--- config.mk ---
export PLATFORM = sky130hd
export DESIGN_NAME = password_sequence_sender_flat
export DESIGN_NICKNAME = d
export VERILOG_FILES = /design/src/rtl/password_sequence_sender_if.sv /design/src/rtl/password_sequence_sender.sv /design/src/flat_wrapper.sv
export SDC_FILE = /design/constraint.sdc
export NUM_CORES = 1
export LEC_CHECK = 0
export BUFFER_PORTS_ARGS = -buffer_cell sky130_fd_sc_hd__clkbuf_2
export CAP_MARGIN = 25
export CORE_ASPECT_RATIO = 1.1
export CORE_MARGIN = 10
export CORE_UTILIZATION = 53
export CTS_CLUSTER_SIZE = 14
export DETAILED_ROUTE_END_ITERATION = 12
export GPL_ROUTABILITY_DRIVEN = 1
export PLACE_DENSITY = 0.82
export RECOVER_POWER = 50
export SYNTH_ARGS = -nofsm -noshare
export SYNTH_HDL_FRONTEND = slang
export SYNTH_SLANG_ARGS = --single-unit
--- constraint.sdc ---
create_clock -name CLK -period 2.4 [get_ports CLK]
set_clock_uncertainty 0.1 [all_clocks]
set_input_delay 0.36 -clock CLK [delete_from_list [all_inputs] [get_ports CLK]]
set_output_delay 0.36 -clock CLK [all_outputs]
set_load 0.005 [all_outputs]
--- src/rtl/password_sequence_sender_if.sv ---
// Digit bus between the sequence sender (master) and the serial password lock (slave).
// The lock returns its status lights on the same bundle.
interface password_sequence_sender_if;
    logic [3:0] digit;
    logic       setMode;
    logic       digitValid;
    logic       unlockLight;
    logic       errorLight;
    logic       warningLight;

    modport master (
        output digit,
        output setMode,
        output digitValid,
        input  unlockLight,
        input  errorLight,
        input  warningLight
    );

    modport slave (
        input  digit,
        input  setMode,
        input  digitValid,
        output unlockLight,
        output errorLight,
        output warningLight
    );
endinterface

--- src/rtl/password_sequence_sender.sv ---
// Serial password lock initiator: sends a verify/set/admin digit sequence, then
// classifies the lock's response lights into a one-cycle done pulse with a result code.
module password_sequence_sender #(
    parameter int DIGITS  = 4,
    parameter int GAP     = 1,
    parameter int TIMEOUT = 8
) (
    input  logic                  CLK,
    input  logic                  RST,
    input  logic                  start,
    input  logic [1:0]            cmd,
    input  logic [4*DIGITS-1:0]   code,
    password_sequence_sender_if.master lock,
    output logic                  busy,
    output logic                  done,
    output logic [1:0]            result,
    output logic [2:0]            dbgState
);

    localparam int IDXW  = (DIGITS  > 1) ? $clog2(DIGITS)  : 1;
    localparam int GAPW  = (GAP     > 1) ? $clog2(GAP)     : 1;
    localparam int WAITW = (TIMEOUT > 1) ? $clog2(TIMEOUT) : 1;

    localparam logic [1:0] CMD_VERIFY = 2'b00;
    localparam logic [1:0] CMD_SET    = 2'b01;
    localparam logic [1:0] CMD_ADMIN  = 2'b10;

    localparam logic [1:0] RES_OK      = 2'b00;
    localparam logic [1:0] RES_ERROR   = 2'b01;
    localparam logic [1:0] RES_TIMEOUT = 2'b10;
    localparam logic [1:0] RES_LOCKED  = 2'b11;

    typedef enum logic [2:0] {
        S_IDLE = 3'd0,
        S_SEND = 3'd1,
        S_GAP  = 3'd2,
        S_WAIT = 3'd3,
        S_DONE = 3'd4
    } state_t;

    state_t              stateReg, stateNext;
    logic [IDXW-1:0]     idxReg, idxNext;
    logic [GAPW-1:0]     gapReg, gapNext;
    logic [WAITW-1:0]    waitReg, waitNext;
    logic [1:0]          cmdReg, cmdNext;
    logic [4*DIGITS-1:0] codeReg, codeNext;
    logic [1:0]          doneCode;

    logic [3:0]          digitReg, digitNext;
    logic                setModeReg, setModeNext;
    logic                validReg, validNext;
    logic                doneReg, doneNext;
    logic [1:0]          resultReg, resultNext;

    logic [1:0]          cmdEff;
    logic                abortReq;
    logic                lastDigit;
    logic                waitHit;
    logic [1:0]          waitCode;

    // Admin sequence is fixed at 0,1,2,9; any digits beyond the fourth are sent as 0.
    logic [4*DIGITS-1:0] adminCode;
    logic [3:0]          nibbleNext [DIGITS];

    generate
        for (genvar gi = 0; gi < DIGITS; gi++) begin : g_nibble
            localparam logic [3:0] ADM = (gi == 0) ? 4'd0 :
                                         (gi == 1) ? 4'd1 :
                                         (gi == 2) ? 4'd2 :
                                         (gi == 3) ? 4'd9 : 4'd0;
            assign adminCode[4*(DIGITS-1-gi) +: 4] = ADM;
            assign nibbleNext[gi] = codeNext[4*(DIGITS-1-gi) +: 4];
        end
    endgenerate

    assign cmdEff    = (cmd == 2'b11) ? CMD_VERIFY : cmd;
    assign abortReq  = lock.warningLight && (cmdReg != CMD_ADMIN);
    assign lastDigit = (idxReg == IDXW'(DIGITS - 1));

    // Response classification for the wait phase; waitHit means a qualifying event this cycle.
    always_comb begin
        waitHit  = 1'b0;
        waitCode = RES_OK;
        case (cmdReg)
            CMD_SET: begin
                waitHit  = 1'b1;
                waitCode = RES_OK;
            end
            CMD_ADMIN: begin
                if (!lock.warningLight) begin
                    waitHit  = 1'b1;
                    waitCode = RES_OK;
                end
            end
            default: begin
                if (lock.errorLight) begin
                    waitHit  = 1'b1;
                    waitCode = RES_ERROR;
                end else if (lock.unlockLight) begin
                    waitHit  = 1'b1;
                    waitCode = RES_OK;
                end else if (lock.warningLight) begin
                    waitHit  = 1'b1;
                    waitCode = RES_LOCKED;
                end
            end
        endcase
    end

    // State and output registers.
    always_ff @(posedge CLK or negedge RST) begin
        if (!RST) begin
            stateReg   <= S_IDLE;
            idxReg     <= '0;
            gapReg     <= '0;
            waitReg    <= '0;
            cmdReg     <= CMD_VERIFY;
            codeReg    <= '0;
            digitReg   <= 4'hF;
            setModeReg <= 1'b0;
            validReg   <= 1'b0;
            doneReg    <= 1'b0;
            resultReg  <= RES_OK;
        end else begin
            stateReg   <= stateNext;
            idxReg     <= idxNext;
            gapReg     <= gapNext;
            waitReg    <= waitNext;
            cmdReg     <= cmdNext;
            codeReg    <= codeNext;
            digitReg   <= digitNext;
            setModeReg <= setModeNext;
            validReg   <= validNext;
            doneReg    <= doneNext;
            resultReg  <= resultNext;
        end
    end

    // Next-state logic.
    always_comb begin
        stateNext = stateReg;
        idxNext   = idxReg;
        gapNext   = gapReg;
        waitNext  = waitReg;
        cmdNext   = cmdReg;
        codeNext  = codeReg;
        doneCode  = RES_OK;
        case (stateReg)
            S_IDLE: begin
                if (start) begin
                    cmdNext  = cmdEff;
                    codeNext = (cmdEff == CMD_ADMIN) ? adminCode : code;
                    idxNext  = '0;
                    if (lock.warningLight && (cmdEff != CMD_ADMIN)) begin
                        stateNext = S_DONE;
                        doneCode  = RES_LOCKED;
                    end else begin
                        stateNext = S_SEND;
                    end
                end
            end
            S_SEND: begin
                if (abortReq) begin
                    stateNext = S_DONE;
                    doneCode  = RES_LOCKED;
                end else if (lastDigit) begin
                    stateNext = S_WAIT;
                    waitNext  = '0;
                end else begin
                    idxNext = idxReg + IDXW'(1);
                    // Admin digits must land on consecutive cycles, so they never get gaps.
                    if ((GAP > 0) && (cmdReg != CMD_ADMIN)) begin
                        stateNext = S_GAP;
                        gapNext   = '0;
                    end
                end
            end
            S_GAP: begin
                if (abortReq) begin
                    stateNext = S_DONE;
                    doneCode  = RES_LOCKED;
                end else if (gapReg == GAPW'(GAP - 1)) begin
                    stateNext = S_SEND;
                end else begin
                    gapNext = gapReg + GAPW'(1);
                end
            end
            S_WAIT: begin
                if (waitHit) begin
                    stateNext = S_DONE;
                    doneCode  = waitCode;
                end else if (waitReg == WAITW'(TIMEOUT - 1)) begin
                    stateNext = S_DONE;
                    doneCode  = RES_TIMEOUT;
                end else begin
                    waitNext = waitReg + WAITW'(1);
                end
            end
            S_DONE: begin
                stateNext = S_IDLE;
            end
            default: begin
                stateNext = S_IDLE;
            end
        endcase
    end

    // Output decode from the upcoming state, so registered outputs line up with the state.
    always_comb begin
        digitNext   = 4'hF;
        validNext   = 1'b0;
        setModeNext = 1'b0;
        doneNext    = 1'b0;
        resultNext  = resultReg;
        case (stateNext)
            S_SEND: begin
                digitNext   = nibbleNext[idxNext];
                validNext   = 1'b1;
                setModeNext = (cmdNext == CMD_SET);
            end
            S_GAP, S_WAIT: begin
                setModeNext = (cmdNext == CMD_SET);
            end
            S_DONE: begin
                doneNext   = 1'b1;
                resultNext = doneCode;
            end
            default: begin
            end
        endcase
    end

    assign lock.digit      = digitReg;
    assign lock.setMode    = setModeReg;
    assign lock.digitValid = validReg;
    assign busy            = (stateReg != S_IDLE);
    assign done            = doneReg;
    assign result          = resultReg;
    assign dbgState        = stateReg;

endmodule

--- src/flat_wrapper.sv ---
// flat-port wrapper written by rule: the top's interface ports become plain ports
module password_sequence_sender_flat 
#(
    parameter int DIGITS  = 4,
    parameter int GAP     = 1,
    parameter int TIMEOUT = 8
)
  (CLK, RST, start, cmd, code, busy, done, result, dbgState, lock_digit, lock_setMode, lock_digitValid, lock_unlockLight, lock_errorLight, lock_warningLight);
  password_sequence_sender_if lock_i ();
  input  logic CLK;
  input  logic RST;
  input  logic start;
  input  logic [1:0] cmd;
  input  logic [4*DIGITS-1:0] code;
  output logic busy;
  output logic done;
  output logic [1:0] result;
  output logic [2:0] dbgState;
  output wire logic [$bits(lock_i.digit)-1:0] lock_digit;
  output wire logic [$bits(lock_i.setMode)-1:0] lock_setMode;
  output wire logic [$bits(lock_i.digitValid)-1:0] lock_digitValid;
  input wire logic [$bits(lock_i.unlockLight)-1:0] lock_unlockLight;
  input wire logic [$bits(lock_i.errorLight)-1:0] lock_errorLight;
  input wire logic [$bits(lock_i.warningLight)-1:0] lock_warningLight;
  assign lock_digit = lock_i.digit;
  assign lock_setMode = lock_i.setMode;
  assign lock_digitValid = lock_i.digitValid;
  assign lock_i.unlockLight = lock_unlockLight;
  assign lock_i.errorLight = lock_errorLight;
  assign lock_i.warningLight = lock_warningLight;
  password_sequence_sender #(.DIGITS(DIGITS), .GAP(GAP), .TIMEOUT(TIMEOUT)) u_core (.CLK(CLK), .RST(RST), .start(start), .cmd(cmd), .code(code), .lock(lock_i), .busy(busy), .done(done), .result(result), .dbgState(dbgState));
endmodule
==> Word level (Yosys, flattened, before mapping) <==
Cells that the tools add are included.
W data, S select, Z words.
{ "word_totals": {"reg_bits": 36, "wordCells": 103, "inputBits": 24} }
{ "classes": {"n_bitwise": 1, "addsub": 3, "n_mux": 53, "n_eq_ne": 23, "order_cmp": 1, "n_reduce_logical": 11} }
{ "op_table": {"columns": ["op", "n"], "rows": [
  ["$mux W16", 3],
  ["$mux W3", 13],
  ["$mux W2", 15],
  ["$ne A2 B2 Y1 const B", 7],
  ["$eq A3 B2 Y1 const B", 4],
  ["$mux W1", 12],
  ["$mux W4", 3],
  ["$pmux W3 S4", 1],
  ["$reduce_and A5 Y1", 2],
  ["$bmux W4 S2", 1],
  ["$eq A2 B2 Y1 const B", 4],
  ["$eq A3 B1 Y1 const B", 2],
  ["$eq A3 B3 Y1 const B", 2],
  ["$pmux W2 S3", 1],
  ["$pmux W3 S2", 1],
  ["$eq A2 B1 Y1 const B", 2],
  ["$ne A2 B1 Y1 const B", 2],
  ["$pmux W1 S2", 2],
  ["$pmux W2 S2", 1],
  ["$reduce_bool A2 Y1", 2],
  ["$reduce_or A2 Y1", 2],
  ["$add A3 B1 Y3 const B", 1],
  ["$ge A3 B3 Y1 const B", 1],
  ["$logic_not A3 Y1", 1],
  ["other kinds (6)", 7]
]} }

==> Logic depth before layout (Yosys ltp) <==
Gate-level depths: netlist of run 1.
{ "depth": {"depth_word": 10, "depth_mapped": 8, "depth_no_buf": 8} }

==> Worst setup path before layout of run 1 <==
Ideal clock, no wire load.
{ "synth_path": {"path_kind": "register -> register", "from": "register u_core.stateReg[1], in the netlist u_core.dbgState[1]", "to": "register u_core.resultReg[0], in the netlist u_core.result[0]", "path_slack_ns": 0.470, "setup_time_ns": 0.139, "arrival_time_ns": 1.690, "stages_incl_launch_ff": 8, "cell_sequence": "dfrtp_1 buf_6 or4b_4 buf_6 o22ai_2 nand3b_2 o21ai_2 o221ai_1"} }
{ "synth_via": {"word_cells_on_any_way": 16, "cone_classes": "4 x eq/ne; 10 x mux; 2 x reduce/logical"} }
{ "synth_rtl": {"columns": ["element", "line", "source"], "rows": [
  ["from (decl)", "password_sequence_sender.sv:41", "state_t stateReg, stateNext;"],
  ["from (signal assigned)", "password_sequence_sender.sv:125", "stateReg <= stateNext;"],
  ["$eq A3 B2 Y1 (tied with other cells)", "password_sequence_sender.sv:148", "case (stateReg)"],
  ["$pmux W3 S4 *", "password_sequence_sender.sv:148", null],
  ["named net u_core.stateNext[2]", "password_sequence_sender.sv:41", null],
  ["$eq A3 B3 Y1 *", "password_sequence_sender.sv:215", "case (stateNext)"],
  ["to (signal assigned)", "password_sequence_sender.sv:135", "resultReg <= resultNext;"],
  ["to (decl)", "password_sequence_sender.sv:53", "logic [1:0] resultReg, resultNext;"]
]} }
The timed path passes the listed nets; every way through them passes the cells marked *.
A chain may end at the register's enable or synchronous reset.

==> Worst setup path in the final report of run 1 <==
{ "layout_path": {"from": "register u_core.cmdReg[0]", "to": "register u_core.waitReg[2]"} }
{ "layout_via": {"elab_chain_len": 4, "word_cells_on_any_way": 8, "cone_classes": "5 x eq/ne; 1 x mux; 2 x reduce/logical"} }
{ "layout_lines": {"columns": ["element", "line", "source"], "rows": [
  ["from (decl)", "password_sequence_sender.sv:45", "logic [1:0] cmdReg, cmdNext;"],
  ["from (signal assigned)", "password_sequence_sender.sv:129", "cmdReg <= cmdNext;"],
  ["$eq A2 B2 Y1 (tied with other cells)", "password_sequence_sender.sv:84", "case (cmdReg)"],
  ["$pmux W1 S2 or $logic_and A1 B1 Y1 (tied branches)", "password_sequence_sender.sv:84, password_sequence_sender.sv:77", null],
  ["$ne A2 B2 Y1 (no line)", null, null],
  ["$reduce_and A5 Y1 (no line) *", null, null],
  ["to (signal assigned)", "password_sequence_sender.sv:128", "waitReg <= waitNext;"],
  ["to (decl)", "password_sequence_sender.sv:44", "logic [WAITW-1:0] waitReg, waitNext;"]
]} }
Mark *: on every way between the ends. The rest lies on a longest branch, timed or not.

==> results of run 1 <==
==> registers in the layout, summed over array words and instances (netlist names) <==
register / cells
u_core.result: 2
u_core.codeReg: 16
u_core.lock.setMode: 1
u_core.waitReg: 3
u_core.cmdReg: 2
u_core.lock.digit: 4
u_core.done: 1
u_core.lock.digitValid: 1
u_core.idxReg: 2
u_core.dbgState: 3
==> worst paths after layout <==
path,endpoint,from,cells after the start,slack [ns]
min in group asynchronous,u_core.done$_DFF_PN0_,RST,1,0.37
max reg2reg,u_core.waitReg[2]$_DFFE_PN0P_,u_core.cmdReg[0]$_DFF_PN0_,7,0.1
max,u_core.waitReg[2]$_DFFE_PN0P_,u_core.cmdReg[0]$_DFF_PN0_,7,0.1
max in group asynchronous,u_core.codeReg[4]$_DFF_PN0_,RST,1,0.81
min reg2reg,u_core.codeReg[15]$_DFF_PN0_,u_core.codeReg[15]$_DFF_PN0_,2,0.37
min,u_core.codeReg[11]$_DFF_PN0_,code[11],3,0.13
==> final cells by class <==
class                      count  area (sq um)  area share [%]
clock buffer                   7          45.0            2.27
tap                           34          42.5            2.15
sequential                    35           881            44.4
timing repair buffer          40           205            10.4
multi-input combinational    135           788            39.8
clock inverter                 1          5.00           0.253
inverter                       4          15.0           0.758
==> worst min-delay path, stage by stage <==
cell      delay, ns
clkbuf_2       0.08
nand3_1        0.05
nand2_1        0.05
==> cell usage in the layout, fill, tap and decap left out, types with 2 or more instances in the layout <==
master    instances
dfrtp_1          31
a211oi_1          3
nand2_1          35
clkbuf_1          6
buf_4             4
nand2b_1          4
mux2i_1           2
nand3b_1          2
a21oi_1          11
dfstp_2           4
nor2b_1           2
ha_1              4
a22o_1            2
clkbuf_4          5
nor2_1           15
inv_1             4
o21ai_0          11
nand3_1          18
nor3_1            3
clkbuf_2         32
==> report_power, final <==
part           total, mW  internal (mW)  switching, mW
logic               1.11          0.455          0.651
registers          0.997          0.848          0.149
clock network      0.305          0.114          0.191
==> stage by stage <==
step	instance area, sq um	worst slack [ns]
floorplan	1750	0.470
global placement	1940	0.229
detailed placement	1940	0.192
CTS	1990	0.148
global route	1980	0.0172
finish	1980	0.0997
==> cells by family after synthesis <==
logic type / after synthesis
compound gates: 40
xor+xnor: 1
fa+ha+maj: 4
buf+inv: 13
flops: 35
mux: 2
simple gates: 88
==> metal layers <==
metal  vias to the layer above  track usage, %  part of all wire (%)
met3                        12            5.29                   7.9
met5                         -               0                     0
li1                        717               -                     -
met1                       670            17.7                    44
met4                         0            4.73                   2.4
met2                        49            22.5                    46
==> results.sh, run 1 <==
export IMPL_status="finished, violations left"
export IMPL_violations="max-capacitance violations, max-slew violations"
export IMPL_crit_buf_inv=1
export IMPL_post_route_drc_count=0
export IMPL_yosysMostFrequentCell="nand2_1"
export IMPL_finalSetupViolCount=0
export IMPL_numCtsBuffers=5
export IMPL_core_sq_um=3100
export IMPL_finalHoldViolCount=0
export IMPL_critPathCaptureType="flip-flop"
export IMPL_crit_slowest_cell="o31ai_1"
export IMPL_max_slew_worst_pin_slew_ns=1.76
export IMPL_grt_max_degree=36
export IMPL_die_height_um=80.3
export IMPL_slowest_delay_ns=0.52
export IMPL_cts_setup_buffers=0
export IMPL_overflow=0
export IMPL_synth_compound_area_share_pct=15.5
export IMPL_fin_tns_setup_ns=0
export IMPL_synth_xor_area_share_pct=0.500
export IMPL_antenna_cells=0
export IMPL_nets=249
export IMPL_fin_cells=256
export IMPL_yosysTopAreaCellShare_pct=44.3
export IMPL_maxCapViolCount=1
export IMPL_cp_top_family="compound AO/OA/AOI/OAI gates"
export IMPL_synth_top_family_by_area="simple AND/OR/NAND/NOR gates"
export IMPL_portBuffers=36
export IMPL_yosys_warnings=0
export IMPL_hold_ws_ns=0.126
export IMPL_clockBufferDepth=2
export IMPL_drtAntennaViolNets=0
export IMPL_cp_max_fo=5
export IMPL_tritoncts="built"
export IMPL_synth_fa_ha_area_share_pct=2.86
export IMPL_root_buffer="clkbuf_4"
export IMPL_synthTopCellsByArea="dfrtp_1 44%, nand2_1 7.5%, dfstp_2 6.0%, nand3_1 5.1%, nor2_1 3.2%"
export IMPL_fmax_mhz=435
export IMPL_p_leak_nw=0.997
export IMPL_post_route_min_period_ns=2.30
export IMPL_drtIter0Drc=66
export IMPL_synth_edf_count=0
export IMPL_netlist_area_sq_um=1750
export IMPL_die_area_sq_um=6000
export IMPL_synth_cells=183
export IMPL_start_util_pct=56.5
export IMPL_power_mw=2.41
export IMPL_max_vdd_ir_drop_v=0.000501
export IMPL_ctsResizeCount=0
export IMPL_areaGrowthSynthToFinish_pct=13.2
export IMPL_ys_flop_type="dfrtp_1"
export IMPL_io_pins=37
export IMPL_post_dp_hpwl_um=3010
export IMPL_rsz0062_at_grt="false"
export IMPL_period_share_pct=95.8
export IMPL_synth_nets=211
export IMPL_ys_types=43
export IMPL_synthArstFlopShare_pct=100
export IMPL_wl_um=4030
export IMPL_cts_hold_buffers=0
export IMPL_finalCoreUtilization_pct=63.9
export IMPL_cts_sinks=35
export IMPL_grt_pass1_wl_um=6810
export IMPL_first_global_vias=1498
export IMPL_synthSimpleGateAreaFrac_pct=24.7
export IMPL_cp_arrival_ns=2.43
export IMPL_detailroute_via_count=1448
export IMPL_ys_seq_area_share_pct=50.3
export IMPL_fp_row_count=21
export IMPL_hold_class="in -> reg"
export IMPL_track_usage_pct=14.3
export IMPL_yosys_area_top_type="dfrtp_1"
export IMPL_fillers=283
export IMPL_antenna_found_initial=0
export IMPL_wl_per_cell_um=15.7
export IMPL_synth_area_mux_share_pct=1.14
export IMPL_htreeDepth=2
export IMPL_dr_pass1_iters=4
export IMPL_synth_seq_cells=35
export IMPL_worst_setup_path_type="reg -> reg"
export IMPL_synth_area_per_cell_sq_um=9.57
export IMPL_crit_chain="inv_1 > ha_1 > nor4b_1 > a21oi_1 > o31ai_1 > o21ai_1 > a22o_1"
export IMPL_yosys_top_cells_count="35 x nand2_1, 31 x dfrtp_1, 18 x nand3_1"
export IMPL_clk_pin_slew_ns=0.10
export IMPL_start_kind="flip-flop"
export IMPL_finalMaxSlewViolations=36
export IMPL_drive_above_1_share_pct=25.2
export IMPL_finalWeightedCongestion=0.856
export IMPL_maxSlewHeadroom_pct=-17.6
export IMPL_viasPerCell=5.66
export IMPL_cp_data_required_time_ns=2.53
export IMPL_dp_cells=248
export IMPL_die_x_um=74.8
export IMPL_p_per_area_nw_per_um2=1210
export IMPL_clk_latency_ns=0.34
No activity file was read; power rests on OpenSTA's default activity.
==> run 2, diff against run 1 <==
==> constraint.sdc (replaced) <==
create_clock -name CLK -period 2.4 [get_ports CLK]
set_clock_uncertainty 0.1 [all_clocks]
set_input_delay 0.36 -clock CLK [delete_from_list [all_inputs] [get_ports CLK]]
set_output_delay 0.36 -clock CLK [all_outputs]
set_load 0.02 [all_outputs]
==> run 2 against run 1 <==
  * The run still ends with max-capacitance violations, max-slew violations left
  * Register-to-register slack barely moved
  * Routed wire length up 0.42%
  * Final area decreased by 0.19%
  * Global-route usage unchanged
  * Combinational power up 9%
  * Hold slack got worse by 0.0011 ns
  * Sequential power about the same
  * Clock power barely moved
  * Power rose by 4.2%
  * First-iteration DRC count shrank 3.0%
  * Clock-buffer cell count is the same
==> results.sh, run 2 (synthesized netlist as in run 1, its figures left out) <==
export IMPL_dr_pass1_iters=4
export IMPL_detailroute_via_count=1448
export IMPL_overflow=0
export IMPL_numCtsBuffers=5
export IMPL_viasPerCell=5.66
export IMPL_final_common_cell="nand2_1"
export IMPL_finalCoreUtilization_pct=63.8
export IMPL_wl_um=4040
export IMPL_largest_reg_flops=16
export IMPL_r2r_end="u_core.waitReg[2]$_DFFE_PN0P_"
export IMPL_finalSetupViolCount=0
export IMPL_cts_hold_buffers=0
export IMPL_start_kind="flip-flop"
export IMPL_cts_setup_buffers=0
export IMPL_hold_class="in -> reg"
export IMPL_worst_slack_ns=0.0964
export IMPL_finalWeightedCongestion=0.856
export IMPL_finalHoldViolCount=0
export IMPL_maxSlewHeadroom_pct=-18.5
export IMPL_status="finished, violations left"
export IMPL_p_leak_nw=0.989
export IMPL_grt_pass1_wl_um=6810
export IMPL_cp_data_required_time_ns=2.53
export IMPL_clk_latency_ns=0.34
export IMPL_maxCapViolCount=1
export IMPL_cp_top_family="compound AO/OA/AOI/OAI gates"
export IMPL_cts_sinks=35
export IMPL_ctsResizeCount=0
export IMPL_track_usage_pct=14.3
export IMPL_hold_ws_ns=0.125
export IMPL_antenna_found_initial=0
export IMPL_start_util_pct=56.5
export IMPL_fin_tns_setup_ns=0
export IMPL_post_route_drc_count=0
export IMPL_antenna_cells=0
export IMPL_htreeDepth=2
export IMPL_clockBufferDepth=2
export IMPL_pre_cts_slack_ns=0.192
export IMPL_p_per_area_nw_per_um2=1270
export IMPL_post_route_min_period_ns=2.30
export IMPL_grt_max_degree=36
export IMPL_core_sq_um=3100
export IMPL_fp_row_count=21
export IMPL_crit_buf_inv=1
export IMPL_first_global_vias=1498
export IMPL_die_area_sq_um=6000
export IMPL_finalMaxSlewViolations=36
export IMPL_r2r_start="u_core.cmdReg[0]$_DFF_PN0_"
export IMPL_fmax_mhz=434
export IMPL_critPathCaptureType="flip-flop"
export IMPL_max_slew_worst_pin_slew_ns=1.78
export IMPL_io_pins=37
export IMPL_crit_cells=7
export IMPL_die_x_um=74.8
export IMPL_r2r_cells=7
export IMPL_violations="max-capacitance violations, max-slew violations"
export IMPL_portBuffers=36
export IMPL_top_register="u_core.codeReg"
export IMPL_drtAntennaViolNets=0
export IMPL_drtIter0Drc=64
export IMPL_crit_chain="inv_1 > ha_1 > nor4b_1 > a21oi_1 > o31ai_1 > o21ai_1 > a22o_1"
export IMPL_cp_arrival_ns=2.43
export IMPL_nets=249
export IMPL_cp_startpoint="u_core.cmdReg[0]$_DFF_PN0_"
export IMPL_cp_max_fo=5
export IMPL_crit_slowest_cell="o31ai_1"
export IMPL_areaGrowthSynthToFinish_pct=13.0
export IMPL_root_buffer="clkbuf_4"
export IMPL_wl_per_cell_um=15.8
export IMPL_tritoncts="built"
export IMPL_r2r_slack_ns=0.1
export IMPL_die_height_um=80.3
export IMPL_worst_setup_path_type="reg -> reg"
export IMPL_endpoint="u_core.waitReg[2]$_DFFE_PN0P_"
export IMPL_final_cell_mix="35 x nand2_1, 31 x dfrtp_1, 29 x clkbuf_2"
export IMPL_period_share_pct=96.0
export IMPL_drive_above_1_share_pct=23.9
export IMPL_slowest_delay_ns=0.53
export IMPL_rsz0062_at_grt="false"
export IMPL_max_vdd_ir_drop_v=0.000519
export IMPL_post_dp_hpwl_um=3010
export IMPL_clk_pin_slew_ns=0.10
[run 2: tightest hold or removal path, delay by kind of cell]
kind	cells	cell delay, ns
buf+inv	1	0.08
simple gates	2	0.10
[run 2: power breakdown]
group,switching (mW),internal (mW)
combinational,0.757,0.449
clock,0.191,0.114
sequential,0.150,0.848
total,1.10,1.41
[run 2: worst min path at each step]
| stage | start | endpoint | slack (ns) | cells after the start |
|---|---|---|---|---|
| 2_1_floorplan | RST | u_core.cmdReg[0]$_DFF_PN0_ | -0.04 | 0 |
| 3_3_place_gp | u_core.codeReg[15]$_DFF_PN0_ | u_core.codeReg[15]$_DFF_PN0_ | 0.35 | 2 |
| 3_5_place_dp | u_core.codeReg[15]$_DFF_PN0_ | u_core.codeReg[15]$_DFF_PN0_ | 0.35 | 2 |
| 4_1_cts | RST | u_core.codeReg[12]$_DFF_PN0_ | 0.03 | 1 |
| 5_1_grt | code[11] | u_core.codeReg[11]$_DFF_PN0_ | 0.14 | 3 |
| 6_report | code[11] | u_core.codeReg[11]$_DFF_PN0_ | 0.13 | 3 |
[run 2: area by class of cell]
| class | count | area, sq um |
|---|---|---|
| tap | 34 | 42.5 |
| fill | 283 | 1120 |
| sequential | 35 | 881 |
| inverter | 4 | 15.0 |
| multi-input combinational | 135 | 788 |
| clock inverter | 1 | 5.00 |
| timing repair buffer | 40 | 201 |
| clock buffer | 7 | 45.0 |
[run 2: layer usage]
metal / vias up / global-route usage, % / share of wire [%]
li1: 719 / - / -
met1: 672 / 17.7 / 45
met2: 45 / 22.5 / 46
met3: 12 / 5.29 / 7.4
met4: 0 / 4.73 / 2.3
met5: - / 0 / 0
[run 2: metrics by stage]
step	area, sq um	std cells	power (mW)
finish	1980	256	2.51
global route	1980	256	2.72
CTS	1990	256	2.53
detailed placement	1940	248	2.23
global placement	1940	248	2.17
floorplan	1750	183	1.92
